$ cat src/rtl/user_bram_copy_engine.sv
// BRAM-to-BRAM copy engine: streams length words from a source BRAM (read latency RD_LAT)
// through a mode transform into a destination BRAM. Optional running checksum: USER_COPY_CHECKSUM_EN.
module user_bram_copy_engine #(
  parameter int DATA_W = 32,
  parameter int ADDR_W = 10,
  parameter int RD_LAT = 1
) (
  input  logic                  clock,
  input  logic                  reset,
  input  logic                  start,
  input  logic [ADDR_W:0]       length,
  input  logic [ADDR_W-1:0]     src_base,
  input  logic [ADDR_W-1:0]     dst_base,
  input  logic [1:0]            mode,
  output logic                  busy,
  output logic                  done,
  output logic [ADDR_W-1:0]     rd_address,
  output logic                  rd_en,
  input  logic [DATA_W-1:0]     data_in,
  output logic [ADDR_W-1:0]     write_address,
  output logic [DATA_W-1:0]     data_out,
  output logic                  wr_en,
  output logic [DATA_W/8-1:0]   wr_we,
  output logic [DATA_W-1:0]     checksum
);

  localparam int NBYTES = DATA_W / 8;
  localparam logic [ADDR_W:0]   LEN_ONE  = 1;
  localparam logic [ADDR_W-1:0] ADDR_ONE = 1;
  localparam logic [DATA_W-1:0] DATA_ONE = 1;

  typedef enum logic [1:0] {IDLE, READ, DRAIN, FINISH} state_t;

  state_t              r_state;
  logic [1:0]          r_mode;
  logic [ADDR_W:0]     r_rd_rem;
  logic [ADDR_W:0]     r_wr_rem;
  logic [ADDR_W-1:0]   r_rd_address;
  logic [ADDR_W-1:0]   r_wr_ptr;
  logic [ADDR_W-1:0]   r_write_address;
  logic [DATA_W-1:0]   r_data_out;
  logic                r_rd_en;
  logic                r_wr_en;
  logic                r_busy;
  logic                r_done;
  logic [RD_LAT-1:0]   r_vld_pipe;

  logic                w_accept;
  logic                w_rd_vld;

  function automatic logic [DATA_W-1:0] mode_fn(input logic [1:0] m, input logic [DATA_W-1:0] d);
    logic [DATA_W-1:0] r;
    r = d;
    case (m)
      2'd1: r = ~d;
      2'd2: for (int i = 0; i < NBYTES; i++) r[8*i +: 8] = d[DATA_W-8-8*i +: 8];
      2'd3: r = d + DATA_ONE;
      default: r = d;
    endcase
    return r;
  endfunction

  assign w_accept = (r_state == IDLE) && start;
  // bit RD_LAT-1 marks the cycle in which data_in carries a requested word
  assign w_rd_vld = r_vld_pipe[RD_LAT-1];

  always_ff @(posedge clock or posedge reset) begin
    if (reset) begin
      r_state      <= IDLE;
      r_mode       <= 2'd0;
      r_rd_rem     <= '0;
      r_rd_address <= '0;
      r_rd_en      <= 1'b0;
      r_busy       <= 1'b0;
      r_done       <= 1'b0;
    end else begin
      r_done <= 1'b0;
      case (r_state)
        IDLE: if (start) begin
          r_mode <= mode;
          r_busy <= 1'b1;
          if (length != '0) begin
            r_state      <= READ;
            r_rd_en      <= 1'b1;
            r_rd_address <= src_base;
            r_rd_rem     <= length - LEN_ONE;
          end else begin
            r_state <= FINISH;
            r_done  <= 1'b1;
          end
        end
        READ: if (r_rd_rem == '0) begin
          r_rd_en <= 1'b0;
          r_state <= DRAIN;
        end else begin
          r_rd_address <= r_rd_address + ADDR_ONE;
          r_rd_rem     <= r_rd_rem - LEN_ONE;
        end
        // the write on the bus when nothing remains is the final one
        DRAIN: if (r_wr_en && r_wr_rem == '0) begin
          r_state <= FINISH;
          r_done  <= 1'b1;
        end
        FINISH: begin
          r_busy  <= 1'b0;
          r_state <= IDLE;
        end
        default: r_state <= IDLE;
      endcase
    end
  end

  always_ff @(posedge clock or posedge reset) begin
    if (reset) begin
      r_vld_pipe <= '0;
    end else begin
      r_vld_pipe[0] <= r_rd_en;
      for (int i = 1; i < RD_LAT; i++) r_vld_pipe[i] <= r_vld_pipe[i-1];
    end
  end

  always_ff @(posedge clock or posedge reset) begin
    if (reset) begin
      r_wr_ptr        <= '0;
      r_wr_rem        <= '0;
      r_write_address <= '0;
      r_data_out      <= '0;
      r_wr_en         <= 1'b0;
    end else begin
      r_wr_en <= 1'b0;
      if (w_accept) begin
        r_wr_ptr <= dst_base;
        r_wr_rem <= length;
      end else if (w_rd_vld) begin
        r_wr_en         <= 1'b1;
        r_write_address <= r_wr_ptr;
        r_data_out      <= mode_fn(r_mode, data_in);
        r_wr_ptr        <= r_wr_ptr + ADDR_ONE;
        r_wr_rem        <= r_wr_rem - LEN_ONE;
      end
    end
  end

`ifdef USER_COPY_CHECKSUM_EN
  logic [DATA_W-1:0] r_checksum;
  always_ff @(posedge clock or posedge reset) begin
    if (reset)        r_checksum <= '0;
    else if (w_accept) r_checksum <= '0;
    else if (r_wr_en)  r_checksum <= r_checksum + r_data_out;
  end
  assign checksum = r_checksum;
`else
  assign checksum = '0;
`endif

  assign busy          = r_busy;
  assign done          = r_done;
  assign rd_en         = r_rd_en;
  assign rd_address    = r_rd_address;
  assign wr_en         = r_wr_en;
  assign wr_we         = {NBYTES{r_wr_en}};
  assign write_address = r_write_address;
  assign data_out      = r_data_out;

endmodule

$ cat config.mk
export PLATFORM = sky130hd
export DESIGN_NAME = user_bram_copy_engine
export DESIGN_NICKNAME = d
export VERILOG_FILES = /design/src/rtl/user_bram_copy_engine.sv
export SDC_FILE = /design/constraint.sdc
export NUM_CORES = 1
export LEC_CHECK = 0
export CAP_MARGIN = 0
export CELL_PAD_IN_SITES_DETAIL_PLACEMENT = 1
export CELL_PAD_IN_SITES_GLOBAL_PLACEMENT = 2
export CORE_AREA = 8 8 151 153
export CTS_BUF_LIST = sky130_fd_sc_hd__clkbuf_8
export DETAILED_ROUTE_END_ITERATION = 12
export DIE_AREA = 0 0 159 161
export PLACE_DENSITY = 0.92
export SYNTH_ARGS = -nofsm -noshare
export SYNTH_HDL_FRONTEND = slang
export SYNTH_SLANG_ARGS = --single-unit
export TNS_END_PERCENT = 1
$ cat constraint.sdc
create_clock -name clock -period 8.2 [get_ports clock]
set_input_delay 2.46 -clock clock [delete_from_list [all_inputs] [get_ports clock]]
set_output_delay 2.46 -clock clock [all_outputs]
set_load 0.02 [all_outputs]
; ---- Yosys cells after proc, flatten, opt, wreduce, memory -nomap -nowiden
; Cells that the tools add are included.
[totals]
ff_bits = 93
latch_bits = 0
ram_bits = 0
mem_bits_ro = 0
input_bits = 68
output_inout_bits = 92
elab_cells = 77
memories = 0
[classes]
n_addsub = 6
mul = 0
div = 0
magnitude_cmp = 0
eq_ne = 11
n_shift = 0
n_mux = 30
n_bitwise = 2
reduce_logical = 15
[ops]
columns = operator, count
row1 = $pmux 32 s3, 1
row2 = $mux 11, 5
row3 = $mux 10, 5
row4 = $sub 11x1->11 const B, 3
row5 = $add 32x1->32 const B, 1
row6 = $not 32->32, 1
row7 = $logic_not 11->1, 2
row8 = $pmux 11 s2, 1
row9 = $add 10x1->10 const B, 2
row10 = $pmux 10 s2, 1
row11 = $reduce_bool 11->1, 1
row12 = $mux 1, 9
row13 = $eq 2x2->1 const B, 4
row14 = $mux 2, 4
row15 = $ne 2x2->1 const B, 4
row16 = $pmux 2 s4, 1
row17 = $reduce_and 4->1, 2
row18 = $pmux 1 s2, 3
row19 = $reduce_and 2->1, 3
row20 = $reduce_bool 2->1, 3
row21 = $eq 2x1->1 const B, 2
row22 = $reduce_and 3->1, 1
row23 = $logic_and 1x1->1, 2
row24 = $logic_not 2->1, 1
row25 = 2 further kinds, 2

; ---- Logic depth before layout (Yosys ltp)
; Gate-level depths: netlist of run 1.
[logic_depth]
ltp_word = 4
mapped_depth = 12
ltp_nobuf = 9

; ---- Worst setup path before layout of run 1
; Ideal clock, no wire load.
[synth_timing]
path_kind = input port to flip-flop
from = in length[3]
to = reg r_rd_rem[10]
setup_ps = 99
t_arrival_ps = 3788
t_required_ps = 8101
path_slack_ps = 4312
cell_stages = 6
n_path_buf = 1
path_cell_list = buf_2 -> nor3_1 -> o221ai_2 -> o32a_1 -> a41o_1 -> a311oi_1
[synth_between]
elab_chain_len = 4
elab_cells_between_ends = 7
cone_classes = 1 x add/sub / 1 x eq/ne / 3 x mux / 2 x reduce/logical
[synth_lines]
columns = element, line
row1 = "start, declared", 11  ; input logic [ADDR_W:0] length,
row2 = $sub 11x1->11, 86  ; r_rd_rem <= length - LEN_ONE;
row3 = $mux 11, 82  ; if (length != '0) begin
row4 = $mux 11, 79  ; IDLE: if (start) begin
row5 = $pmux 11 s2, 78  ; case (r_state)
row6 = "end signal, assigned", 86
row7 = "end signal, assigned", 97  ; r_rd_rem <= r_rd_rem - LEN_ONE;
row8 = "end, declared", 36  ; logic [ADDR_W:0] r_rd_rem;
; Parallel ways exist; a longest one is shown, timed or not. The select of a mux whose other input is x is not followed.
; A chain may end at the register's enable or synchronous reset.

; ---- Worst setup path in the final report of run 1
[layout_timing]
from = in start
to = reg r_data_out[30] (netlist: data_out[30])
[layout_between]
elab_chain_len = 3
[layout_lines]
columns = element, line
row1 = "start, declared", 10  ; input logic start,
row2 = $logic_and 1x1->1, 63  ; assign w_accept = (r_state == IDLE) && start;
row3 = $not 1->1 (no source line), n/a
row4 = $reduce_and 2->1 (no source line), n/a
row5 = "end signal, assigned", 137  ; r_data_out <= mode_fn(r_mode, data_in);
row6 = "end, declared", 41  ; logic [DATA_W-1:0] r_data_out;
; Every way passes these cells.

==> results of run 1 <==
[layer usage]
metal	global-route usage (%)	vias up	share of wire [%]	wire length, µm
li1	-	2842	-	-
met1	20.1	2880	45	9440
met2	27.8	159	49	10100
met3	2.67	29	4.4	905
met4	5.10	0	1.7	349
met5	0	-	0	0
[power groups by stage]
stage | combinational [mW] | clock, mW | sequential (mW)
2_1_floorplan | 0.976 | 0 | 1.01
3_5_place_dp | 1.68 | 0 | 0.913
5_1_grt | 1.84 | 0.428 | 0.938
3_3_place_gp | 1.64 | 0 | 0.905
6_report | 1.67 | 0.394 | 0.902
4_1_cts | 1.69 | 0.405 | 0.905
[registers in the layout, summed over array words and instances (netlist names)]
register	cells
data_out	32
r_rd_rem	11
r_wr_rem	11
r_wr_ptr	10
rd_address	10
write_address	10
r_mode	2
r_state	2
busy	1
done	1
r_vld_pipe	1
rd_en	1
wr_en	1
[per-stage QoR]
stage                     hold slack (ps)  cells  area (µm²)
after floorplan                       459    783        6530
after global placement                464   1109        7740
after detailed placement              467   1109        7740
after CTS                             496   1125        7990
after global routing                  512   1125        7990
final                                 490   1125        7990
[worst max path at each step]
stage,startpoint,endpoint,slack (ps),cells past startpoint
after floorplan,reset,busy,3320,1
after detailed placement,start,data_out[30],2480,9
final,start,data_out[30],2870,9
after global routing,start,data_out[30],2560,9
after global placement,start,data_out[30],2480,9
after CTS,start,data_out[30],2890,9
[synthesized netlist by cell type, types with 10 or more instances]
| library cell | instances | share of area [%] |
|---|---|---|
| sky130_fd_sc_hd__xnor2_1 | 15 | 2.0 |
| sky130_fd_sc_hd__o221ai_1 | 13 | 1.8 |
| sky130_fd_sc_hd__ha_1 | 10 | 2.0 |
| sky130_fd_sc_hd__clkbuf_1 | 26 | 1.5 |
| sky130_fd_sc_hd__mux2i_1 | 29 | 4.5 |
| sky130_fd_sc_hd__buf_4 | 36 | 4.2 |
| sky130_fd_sc_hd__a21oi_1 | 39 | 3.0 |
| sky130_fd_sc_hd__nor3_1 | 19 | 1.5 |
| sky130_fd_sc_hd__xor2_1 | 17 | 2.3 |
| sky130_fd_sc_hd__dfrtp_1 | 93 | 36 |
| sky130_fd_sc_hd__nor2_1 | 39 | 2.3 |
| sky130_fd_sc_hd__mux2_2 | 11 | 1.9 |
| sky130_fd_sc_hd__and3_1 | 14 | 1.4 |
| sky130_fd_sc_hd__buf_1 | 12 | 0.70 |
| sky130_fd_sc_hd__nand3_1 | 25 | 2.0 |
| sky130_fd_sc_hd__nand4_1 | 16 | 1.6 |
| sky130_fd_sc_hd__inv_1 | 22 | 1.3 |
| sky130_fd_sc_hd__nand2_1 | 107 | 6.3 |
| sky130_fd_sc_hd__o21ai_0 | 72 | 5.6 |
[area by class of cell]
type / instances / area [µm²] / area share, %
inverters: 22 / 85.1 / 1.07
flip-flops and latches: 93 / 2330 / 29.2
multi-input cells: 586 / 3660 / 45.9
clock buffers: 9 / 124 / 1.55
clock inverters: 7 / 126 / 1.58
repair buffers: 133 / 1320 / 16.5
well taps: 275 / 344 / 4.31
[worst reg2reg max path, stage by stage (launching register included)]
cell and delay (ps):
sky130_fd_sc_hd__dfrtp_1 390, sky130_fd_sc_hd__inv_1 90, sky130_fd_sc_hd__ha_1 290, sky130_fd_sc_hd__nand2_1 520, sky130_fd_sc_hd__nand2_1 120, sky130_fd_sc_hd__buf_4 280, sky130_fd_sc_hd__inv_1 460, sky130_fd_sc_hd__and2_1 460
sky130_fd_sc_hd__nand2_1 250, sky130_fd_sc_hd__or4_1 550, sky130_fd_sc_hd__nand3b_1 90
[kinds of logic after synthesis]
logic type | count (synthesis) | share of synthesized area [%]
simple gates | 278 | 22.8
other cells | 1 | 0.0585
fa+ha+maj | 10 | 1.95
xor+xnor | 32 | 4.37
flops | 93 | 36.3
buf+inv | 104 | 8.45
compound gates | 193 | 19.4
mux | 41 | 6.64
==> results.sh, run 1 <==
export IMPL_crit_fanout=40
export IMPL_final_critical_path_setup_slack_ps=2870
export IMPL_synth_enable_flop_cells=0
export IMPL_hpwlAfterDp_um=15000
export IMPL_rr_endpoint="data_out[30]"
export IMPL_post_route_cells_drive_above_1_share_pct=6.47
export IMPL_whs_path_depth=2
export IMPL_n_fill_cell=2485
export IMPL_fp_dieArea_um2=25600
export IMPL_share_comb_of_total_power_pct=56.3
export IMPL_ys_warnings_count=0
export IMPL_numClockSinks=93
export IMPL_setup_tns_ps=0
export IMPL_drcViolationCount=0
export IMPL_portBuffers=127
export IMPL_syn_to_final_growth_pct=24.6
export IMPL_timing_hold_worst_start="data_out[3]"
export IMPL_max_vdd_ir_drop_mv=0.162
export IMPL_fin_worst_skew_ps=20.2
export IMPL_worstSkewPairLatency_ps=390
export IMPL_via_total_after_detailed_routing=5910
export IMPL_core_um2=20600
export IMPL_cellInternalPower_mw=1.60
export IMPL_diode_insertion_count_for_antenna_repair=0
export IMPL_total_power_mw=2.96
export IMPL_hold_buffers=0
export IMPL_setup_repair_after_global_routing_missed_its_margin="false"
export IMPL_timing_hold_violations_final=0
export IMPL_gp_congestion=0.784
export IMPL_drv_cap=0
export IMPL_placement_setup_worst_slack_ps=2480
export IMPL_antenna_found_initial=0
export IMPL_timing_worst_slew_pin_value_ps=1110
export IMPL_cts_max_path_buffers=2
export IMPL_floorplan_initialDensity_pct=31.2
export IMPL_die_width_um=159
export IMPL_grt_util_all_layers_pct=16.1
export IMPL_power_density_nw_per_um2=371
export IMPL_maxSlewViolCount=0
export IMPL_post_synth_num_cell_types=71
export IMPL_critical_path_startpoint_type="input port"
export IMPL_cts_htree_levels=3
export IMPL_worst_hold_path_endpoint="data_out[3]"
export IMPL_post_drt_via_cell_ratio=5.25
export IMPL_most_common_layout_cells="sky130_fd_sc_hd__clkdlybuf4s50_1, sky130_fd_sc_hd__nand2_1, sky130_fd_sc_hd__dfrtp_1"
export IMPL_power_share_switching_pct=46.0
export IMPL_cpPeakStageDelay_ps=550
export IMPL_power_frac_seq_pct=30.4
export IMPL_portion_of_the_clock_cycle_consumed_by_the_worst_path_in_the_final_layout_pct=65.0
export IMPL_data_required_time_at_the_worst_endpoint_ps=8530
export IMPL_critical_path_top_delay_family="simple AND/OR/NAND/NOR gates"
export IMPL_regToRegStartpoint="r_state[0]"
export IMPL_final_core_utilization_pct=38.9
export IMPL_critical_path_class="input port to flop"
export IMPL_min_path_type="flop to flop"
export IMPL_p_switching_mw=1.36
export IMPL_firstDrtPassIters=4
export IMPL_wire_length_of_the_first_global_routing_pass_um=33800
export IMPL_leading_cell_type_in_the_layout_fill_and_taps_excluded="sky130_fd_sc_hd__clkdlybuf4s50_1"
export IMPL_synth_cells=752
export IMPL_cpMostUsedCell="sky130_fd_sc_hd__nand2_1"
export IMPL_drt_first_iter_violations=373
export IMPL_drt_total_wl_um=20800
export IMPL_row_count=53
export IMPL_power_leakage_nw=3.18
export IMPL_post_cts_resized=0
export IMPL_synth_seq_cells=93
export IMPL_tritoncts_num_buffers=9
export IMPL_detail_route_antenna_nets=0
export IMPL_chipHeight_um=161
export IMPL_synth_flop_cell="sky130_fd_sc_hd__dfrtp_1"
export IMPL_cts_root_buffer="sky130_fd_sc_hd__clkbuf_8"
export IMPL_clock_edge_transition_at_the_registers_on_the_reported_setup_and_hold_paths_ps=110
export IMPL_cts_tree="built"
export IMPL_layout_nets=923
export IMPL_clock_power_share_pct=13.3
export IMPL_final_setup_viols=0
export IMPL_synth_seq_area_share_pct=36.3
export IMPL_maximum_number_of_pins_on_one_net_before_global_route_repair=59
export IMPL_critPathArrivalTime_ps=5660
export IMPL_critPathCaptureType="flop"
export IMPL_crit_path_cell_trace="clkdlybuf4s50_1 -> nand2_1 -> nand2_1 -> buf_4 -> inv_1 -> and2_1 -> nand2_1 -> or4_1 -> nand3b_1"
export IMPL_io_pins=160
export IMPL_ff2ff_path_depth=10
export IMPL_postSynth_asyncResetShare_pct=100
export IMPL_syn_area_um2=6410
export IMPL_timing_reg2reg_setup_slack_ps=4650
export IMPL_cp_num_buf_inv=3
export IMPL_fmax_mhz=187
export IMPL_worst_path_max_delay_cell="sky130_fd_sc_hd__or4_1"
export IMPL_first_global_vias=6255
export IMPL_run_status="completed"
export IMPL_min_period_ps=5330
export IMPL_worst_slew_margin_rel_pct=26.1
export IMPL_post_synth_cell_area_avg_um2=8.53
export IMPL_postCtsSetupRepairBufs=0
export IMPL_grt_overflow=0
export IMPL_wl_per_cell_um=18.5
(Power assumes the default switching activity.)
==> run 2: changes to the inputs <==
CORE_AREA = 8 8 164 166   (was 8 8 151 153)
DIE_AREA = 0 0 172 174   (was 0 0 159 161)
PLACE_DENSITY = 0.83   (was 0.92)
clock period = 4.45 ns   (was 8.2 ns; I/O delays follow)
==> run 2 against run 1 <==
Against the previous run: worst setup slack worse by 1800 ps; register-to-register slack lost 3200 ps; die area rose by 17%; count of clock-buffer cells in the layout up 1; core utilization fell by 5.9 points; first-iteration DRC count up 17%; non-clock buffer count rose by 8; power rose by 84%; largest cell class unchanged; highest routed layer unchanged.
==> results.sh, run 2 (synthesized netlist as in run 1, its figures left out) <==
export IMPL_numClockSinks=93
export IMPL_final_critical_path_setup_slack_ps=1040
export IMPL_diode_insertion_count_for_antenna_repair=0
export IMPL_antenna_found_initial=0
export IMPL_post_route_cell_area_um2=8070
export IMPL_fmax_mhz=293
export IMPL_clock_edge_transition_at_the_registers_on_the_reported_setup_and_hold_paths_ps=110
export IMPL_detail_route_antenna_nets=0
export IMPL_final_setup_viols=0
export IMPL_most_common_layout_cells="sky130_fd_sc_hd__clkdlybuf4s50_1, sky130_fd_sc_hd__nand2_1, sky130_fd_sc_hd__dfrtp_1"
export IMPL_postCtsSetupRepairBufs=0
export IMPL_largest_register_ff_count=32
export IMPL_data_required_time_at_the_worst_endpoint_ps=4770
export IMPL_fp_dieArea_um2=29900
export IMPL_cpPeakStageDelay_ps=580
export IMPL_wl_per_cell_um=18.2
export IMPL_gp_congestion=0.829
export IMPL_drt_total_wl_um=21600
export IMPL_worst_path_max_delay_cell="sky130_fd_sc_hd__clkdlybuf4s50_1"
export IMPL_drcViolationCount=0
export IMPL_placedInstanceArea_um2=7870
export IMPL_portion_of_the_clock_cycle_consumed_by_the_worst_path_in_the_final_layout_pct=76.7
export IMPL_via_total_after_detailed_routing=5913
export IMPL_worstSetupPathDepth=7
export IMPL_total_power_mw=5.44
export IMPL_n_fill_cell=2962
export IMPL_cts_tree="built"
export IMPL_maximum_number_of_pins_on_one_net_before_global_route_repair=58
export IMPL_grt_overflow=0
export IMPL_setup_tns_ps=0
export IMPL_grt_util_all_layers_pct=14.4
export IMPL_chipHeight_um=174
export IMPL_critPathArrivalTime_ps=3740
export IMPL_min_period_ps=3410
export IMPL_timing_hold_violations_final=0
export IMPL_drv_cap=0
export IMPL_post_drt_via_cell_ratio=4.98
export IMPL_worst_slew_margin_rel_pct=53.9
export IMPL_cts_max_path_buffers=2
export IMPL_io_pins=160
export IMPL_first_global_vias=6150
export IMPL_final_core_utilization_pct=32.9
export IMPL_row_count=58
export IMPL_wire_length_of_the_first_global_routing_pass_um=34500
export IMPL_area_taken_by_flip_flops_and_latches_um2=2330
export IMPL_critical_path_class="input port to flop"
export IMPL_run_status="completed"
export IMPL_multiInputGateArea_um2=3660
export IMPL_cp_num_buf_inv=1
export IMPL_firstDrtPassIters=5
export IMPL_post_route_cells_drive_above_1_share_pct=7.34
export IMPL_setup_repair_after_global_routing_missed_its_margin="false"
export IMPL_post_cts_resized=0
export IMPL_syn_to_final_growth_pct=25.9
export IMPL_drt_first_iter_violations=435
export IMPL_critPathCaptureType="flop"
export IMPL_hpwlAfterDp_um=15900
export IMPL_crit_fanout=10
export IMPL_cts_root_buffer="sky130_fd_sc_hd__clkbuf_8"
export IMPL_placement_setup_worst_slack_ps=654
export IMPL_portBuffers=127
export IMPL_worstSetupEndpoint="data_out[30]"
export IMPL_fin_worst_skew_ps=25.7
export IMPL_tritoncts_num_buffers=9
export IMPL_cts_htree_levels=3
export IMPL_worstSkewPairLatency_ps=380
export IMPL_critical_path_top_delay_family="simple AND/OR/NAND/NOR gates"
export IMPL_max_vdd_ir_drop_mv=0.262
export IMPL_power_density_nw_per_um2=674
export IMPL_timing_worst_slew_pin_value_ps=681
export IMPL_floorplan_initialDensity_pct=26.1
export IMPL_die_width_um=172
export IMPL_critical_path_startpoint_type="input port"
export IMPL_timing_startpoint_of_the_critical_path="data_in[1]"
export IMPL_maxSlewViolCount=0
export IMPL_hold_buffers=0
export IMPL_rr_endpoint="r_rd_rem[10]"
export IMPL_crit_path_cell_trace="clkdlybuf4s50_1 -> ha_1 -> nand3_1 -> nor4_4 -> nand3_2 -> or4_1 -> nand3b_1"
export IMPL_leading_cell_type_in_the_layout_fill_and_taps_excluded="sky130_fd_sc_hd__clkdlybuf4s50_1"
export IMPL_regToRegStartpoint="r_state[1]"
export IMPL_timing_reg2reg_setup_slack_ps=1490
export IMPL_layout_nets=931
export IMPL_ff2ff_path_depth=8
export IMPL_core_um2=24500
export IMPL_power_leakage_nw=3.21
export IMPL_min_path_type="flop to flop"
-- run 2: cell count changes in the layout (fill, tap and decap cells not counted) --
cell                         previous run  this run
sky130_fd_sc_hd__buf_4                  6        14
sky130_fd_sc_hd__bufinv_16              3         1
sky130_fd_sc_hd__clkinv_2               0         2
sky130_fd_sc_hd__clkbuf_8               9        10
sky130_fd_sc_hd__clkinvlp_4             1         0
-- run 2: worst min-delay path by stage --
stage	startpoint	end	slack [ps]	cells past startpoint
floorplan	r_wr_ptr[9]	write_address[9]	460	2
global placement	write_address[2]	write_address[2]	460	2
CTS	write_address[3]	write_address[3]	490	2
detailed placement	write_address[3]	write_address[3]	460	2
finish	write_address[0]	write_address[0]	480	2
global route	write_address[3]	write_address[3]	510	2
-- run 2: where the power goes --
part	switching (mW)	internal, mW	total (mW)
combinational	1.83	1.33	3.16
clock	0.348	0.282	0.630
sequential	0.381	1.27	1.65
total	2.56	2.88	5.44
-- run 2: worst register-to-register path, delay by kind of cell, from the launching register on --
| family | cells | cell delay, ps |
|---|---|---|
| compound gates | 4 | 1090 |
| buf+inv | 2 | 540 |
| fa+ha+maj | 1 | 480 |
| flops | 1 | 410 |
| simple gates | 1 | 340 |
-- run 2: area by class of cell --
class                           count  area share [%]
Clock inverter                      6           0.852
Timing Repair Buffer              141            17.0
Tap cell                          330            5.11
Multi-Input combinational cell    586            45.4
Sequential cell                    93            28.8
Clock buffer                       10            1.70
Inverter                           22            1.05
-- run 2: per-layer routing --
layer	wire length (µm)	share of wire (%)	global-route usage, %	up-vias
met5	0	0	0	-
met4	371	1.7	4.42	0
met3	1000	4.6	2.34	18
met2	10300	47	23.4	131
met1	9980	46	19.1	2910
li1	-	-	-	2854
-- run 2: stage by stage --
step           instances  hold slack [ps]
6_report            1188              483
5_1_grt             1188              506
4_1_cts             1188              489
3_5_place_dp        1172              465
3_3_place_gp        1172              460
2_1_floorplan        783              459
==> run 3: changes to the inputs <==
CORE_AREA = 8 8 156 158   (was 8 8 164 166)
DIE_AREA = 0 0 164 166   (was 0 0 172 174)
PLACE_DENSITY = 0.87   (was 0.83)
clock period = 3.5 ns   (was 4.45 ns; I/O delays follow)
==> run 3 against run 2 <==
Against the previous run: power up 26%; register-to-register slack worse by 820 ps; critical endpoint is now r_rd_rem[6]; highest routed layer unchanged; flip-flop and latch count unchanged; critical path depth unchanged; critical path type unchanged; first-iteration DRC count down 28%; largest cell class unchanged.
==> results.sh, run 3 (synthesized netlist as in run 1, its figures left out) <==
export IMPL_run_status="completed"
export IMPL_total_power_mw=6.86
export IMPL_leading_cell_type_in_the_layout_fill_and_taps_excluded="sky130_fd_sc_hd__clkdlybuf4s50_1"
export IMPL_cellInternalPower_mw=3.65
export IMPL_worst_path_max_delay_cell="sky130_fd_sc_hd__o2bb2ai_2"
export IMPL_power_leakage_nw=3.31
export IMPL_row_count=55
export IMPL_io_pins=160
export IMPL_tritoncts_num_buffers=9
export IMPL_largest_register_ff_count=32
export IMPL_grtUsageMet3_pct=3.12
export IMPL_chipHeight_um=166
export IMPL_wl_per_cell_um=18.1
export IMPL_power_density_nw_per_um2=839
export IMPL_cts_max_path_buffers=2
export IMPL_ff2ff_path_depth=8
export IMPL_critical_path_startpoint_type="input port"
export IMPL_clock_power_share_pct=10.5
export IMPL_placed_cells=1150
export IMPL_timing_startpoint_of_the_critical_path="length[7]"
export IMPL_timing_reg2reg_setup_slack_ps=670
export IMPL_post_drt_via_cell_ratio=5.21
export IMPL_groute_layer_met1_usage_pct=20.3
export IMPL_timing_hold_violations_final=0
export IMPL_syn_to_final_growth_pct=27.6
export IMPL_most_common_layout_cells="sky130_fd_sc_hd__clkdlybuf4s50_1, sky130_fd_sc_hd__nand2_1, sky130_fd_sc_hd__dfrtp_1"
export IMPL_post_route_cells_drive_above_1_share_pct=9.65
export IMPL_fin_worst_skew_ps=27.7
export IMPL_cpPeakStageDelay_ps=540
export IMPL_min_period_ps=2890
export IMPL_critPathArrivalTime_ps=3200
export IMPL_finalNonFillerCells=1166
export IMPL_post_route_cell_area_um2=8180
export IMPL_critical_path_top_delay_family="compound AO/OA/AOI/OAI gates"
export IMPL_critical_path_class="input port to flop"
export IMPL_layout_nets=954
export IMPL_post_cts_resized=0
export IMPL_grt_util_all_layers_pct=15.4
export IMPL_timing_hold_worst_start="write_address[7]"
export IMPL_cts_htree_levels=3
export IMPL_gp_congestion=0.841
export IMPL_diode_insertion_count_for_antenna_repair=0
export IMPL_worstSkewPairLatency_ps=390
export IMPL_setup_tns_ps=0
export IMPL_postCtsSetupRepairBufs=0
export IMPL_power_frac_seq_pct=30.7
export IMPL_cts_root_buffer="sky130_fd_sc_hd__clkbuf_8"
export IMPL_drt_total_wl_um=21200
export IMPL_drv_cap=0
export IMPL_power_share_switching_pct=46.8
export IMPL_clock_edge_transition_at_the_registers_on_the_reported_setup_and_hold_paths_ps=100
export IMPL_n_fill_cell=2622
export IMPL_worstSetupPathDepth=7
export IMPL_timing_worst_slew_pin_value_ps=613
export IMPL_share_comb_of_total_power_pct=58.8
export IMPL_worst_slew_margin_rel_pct=58.9
export IMPL_floorplan_initialDensity_pct=29.0
export IMPL_via_total_after_detailed_routing=6071
export IMPL_p_switching_mw=3.21
export IMPL_final_core_utilization_pct=37.0
export IMPL_cp_num_buf_inv=2
export IMPL_worstSetupEndpoint="r_rd_rem[6]"
export IMPL_antenna_found_initial=0
export IMPL_data_required_time_at_the_worst_endpoint_ps=3810
export IMPL_fmax_mhz=346
export IMPL_drt_first_iter_violations=315
export IMPL_max_vdd_ir_drop_mv=0.363
export IMPL_hold_buffers=0
export IMPL_placedInstanceArea_um2=8000
export IMPL_crit_path_cell_trace="clkdlybuf4s50_1 -> nor4_4 -> a31oi_1 -> o2bb2ai_2 -> buf_4 -> a211oi_1 -> o22ai_1"
export IMPL_maxSlewViolCount=0
export IMPL_maximum_number_of_pins_on_one_net_before_global_route_repair=51
export IMPL_final_setup_viols=0
export IMPL_min_path_type="flop to flop"
export IMPL_first_global_vias=6270
export IMPL_setup_repair_after_global_routing_missed_its_margin="false"
export IMPL_portion_of_the_clock_cycle_consumed_by_the_worst_path_in_the_final_layout_pct=82.6
export IMPL_hpwlAfterDp_um=15700
export IMPL_cts_tree="built"
export IMPL_global_routing_met2_resource_utilization_pct=25.0
export IMPL_detail_route_antenna_nets=0
export IMPL_fp_dieArea_um2=27200
export IMPL_portBuffers=127
export IMPL_wire_length_of_the_first_global_routing_pass_um=33800
export IMPL_firstDrtPassIters=4
export IMPL_critPathCaptureType="flop"
export IMPL_grt_overflow=0
export IMPL_rr_endpoint="r_rd_rem[10]"
export IMPL_core_um2=22100
export IMPL_top_usage_layer="met2"
export IMPL_crit_fanout=13
export IMPL_regToRegStartpoint="r_state[1]"
export IMPL_die_width_um=164
export IMPL_drcViolationCount=0
export IMPL_numClockSinks=93
run 3: cell count changes in the layout (fill, tap and decap cells not counted), sizes merged:
cell	change
buf	+23
inv	+1
bufinv	-1
run 3: worst min-delay path by stage:
stage | slack [ps] | end | depth (start not counted)
after global placement | 460 | data_out[7] | 1
after detailed placement | 460 | write_address[7] | 2
after global routing | 500 | write_address[6] | 2
after floorplan | 460 | write_address[9] | 2
final | 480 | write_address[7] | 2
after CTS | 490 | write_address[7] | 2
run 3: layer usage:
metal | part of all wire, % | vias to the layer above
li1 | - | 2896
met1 | 46 | 3008
met2 | 48 | 150
met3 | 4.8 | 17
met4 | 1.2 | 0
met5 | 0 | -
run 3: cell type report:
class	count	area (µm²)	share of cell area, %
well taps	285	357	4.36
multi-input cells	586	3660	44.8
flip-flops and latches	93	2330	28.5
repair buffers	164	1560	19.1
clock buffers	10	138	1.68
clock inverters	6	46.3	0.566
inverters	22	85.1	1.04
run 3: power groups by stage:
stage	combinational (mW)	sequential [mW]	clock [mW]
6_report	4.03	2.11	0.721
5_1_grt	4.44	2.19	0.796
4_1_cts	4.09	2.11	0.761
3_5_place_dp	4.07	2.13	0
3_3_place_gp	3.98	2.12	0
2_1_floorplan	2.29	2.37	0
run 3: worst register-to-register path: cells and delay by family, from the launching register on:
kind	cells	cell delay, ps
AOI/OAI and AO/OA	4	1040
adders and majority gates	2	870
buffers and inverters	1	110
DFF	1	410
muxes	1	310
run 3: metrics by stage:
stage	hold WS (ps)	worst slack [ps]
2_1_floorplan	459	29.7
3_3_place_gp	460	253
3_5_place_dp	462	197
4_1_cts	486	610
5_1_grt	497	406
6_report	475	610
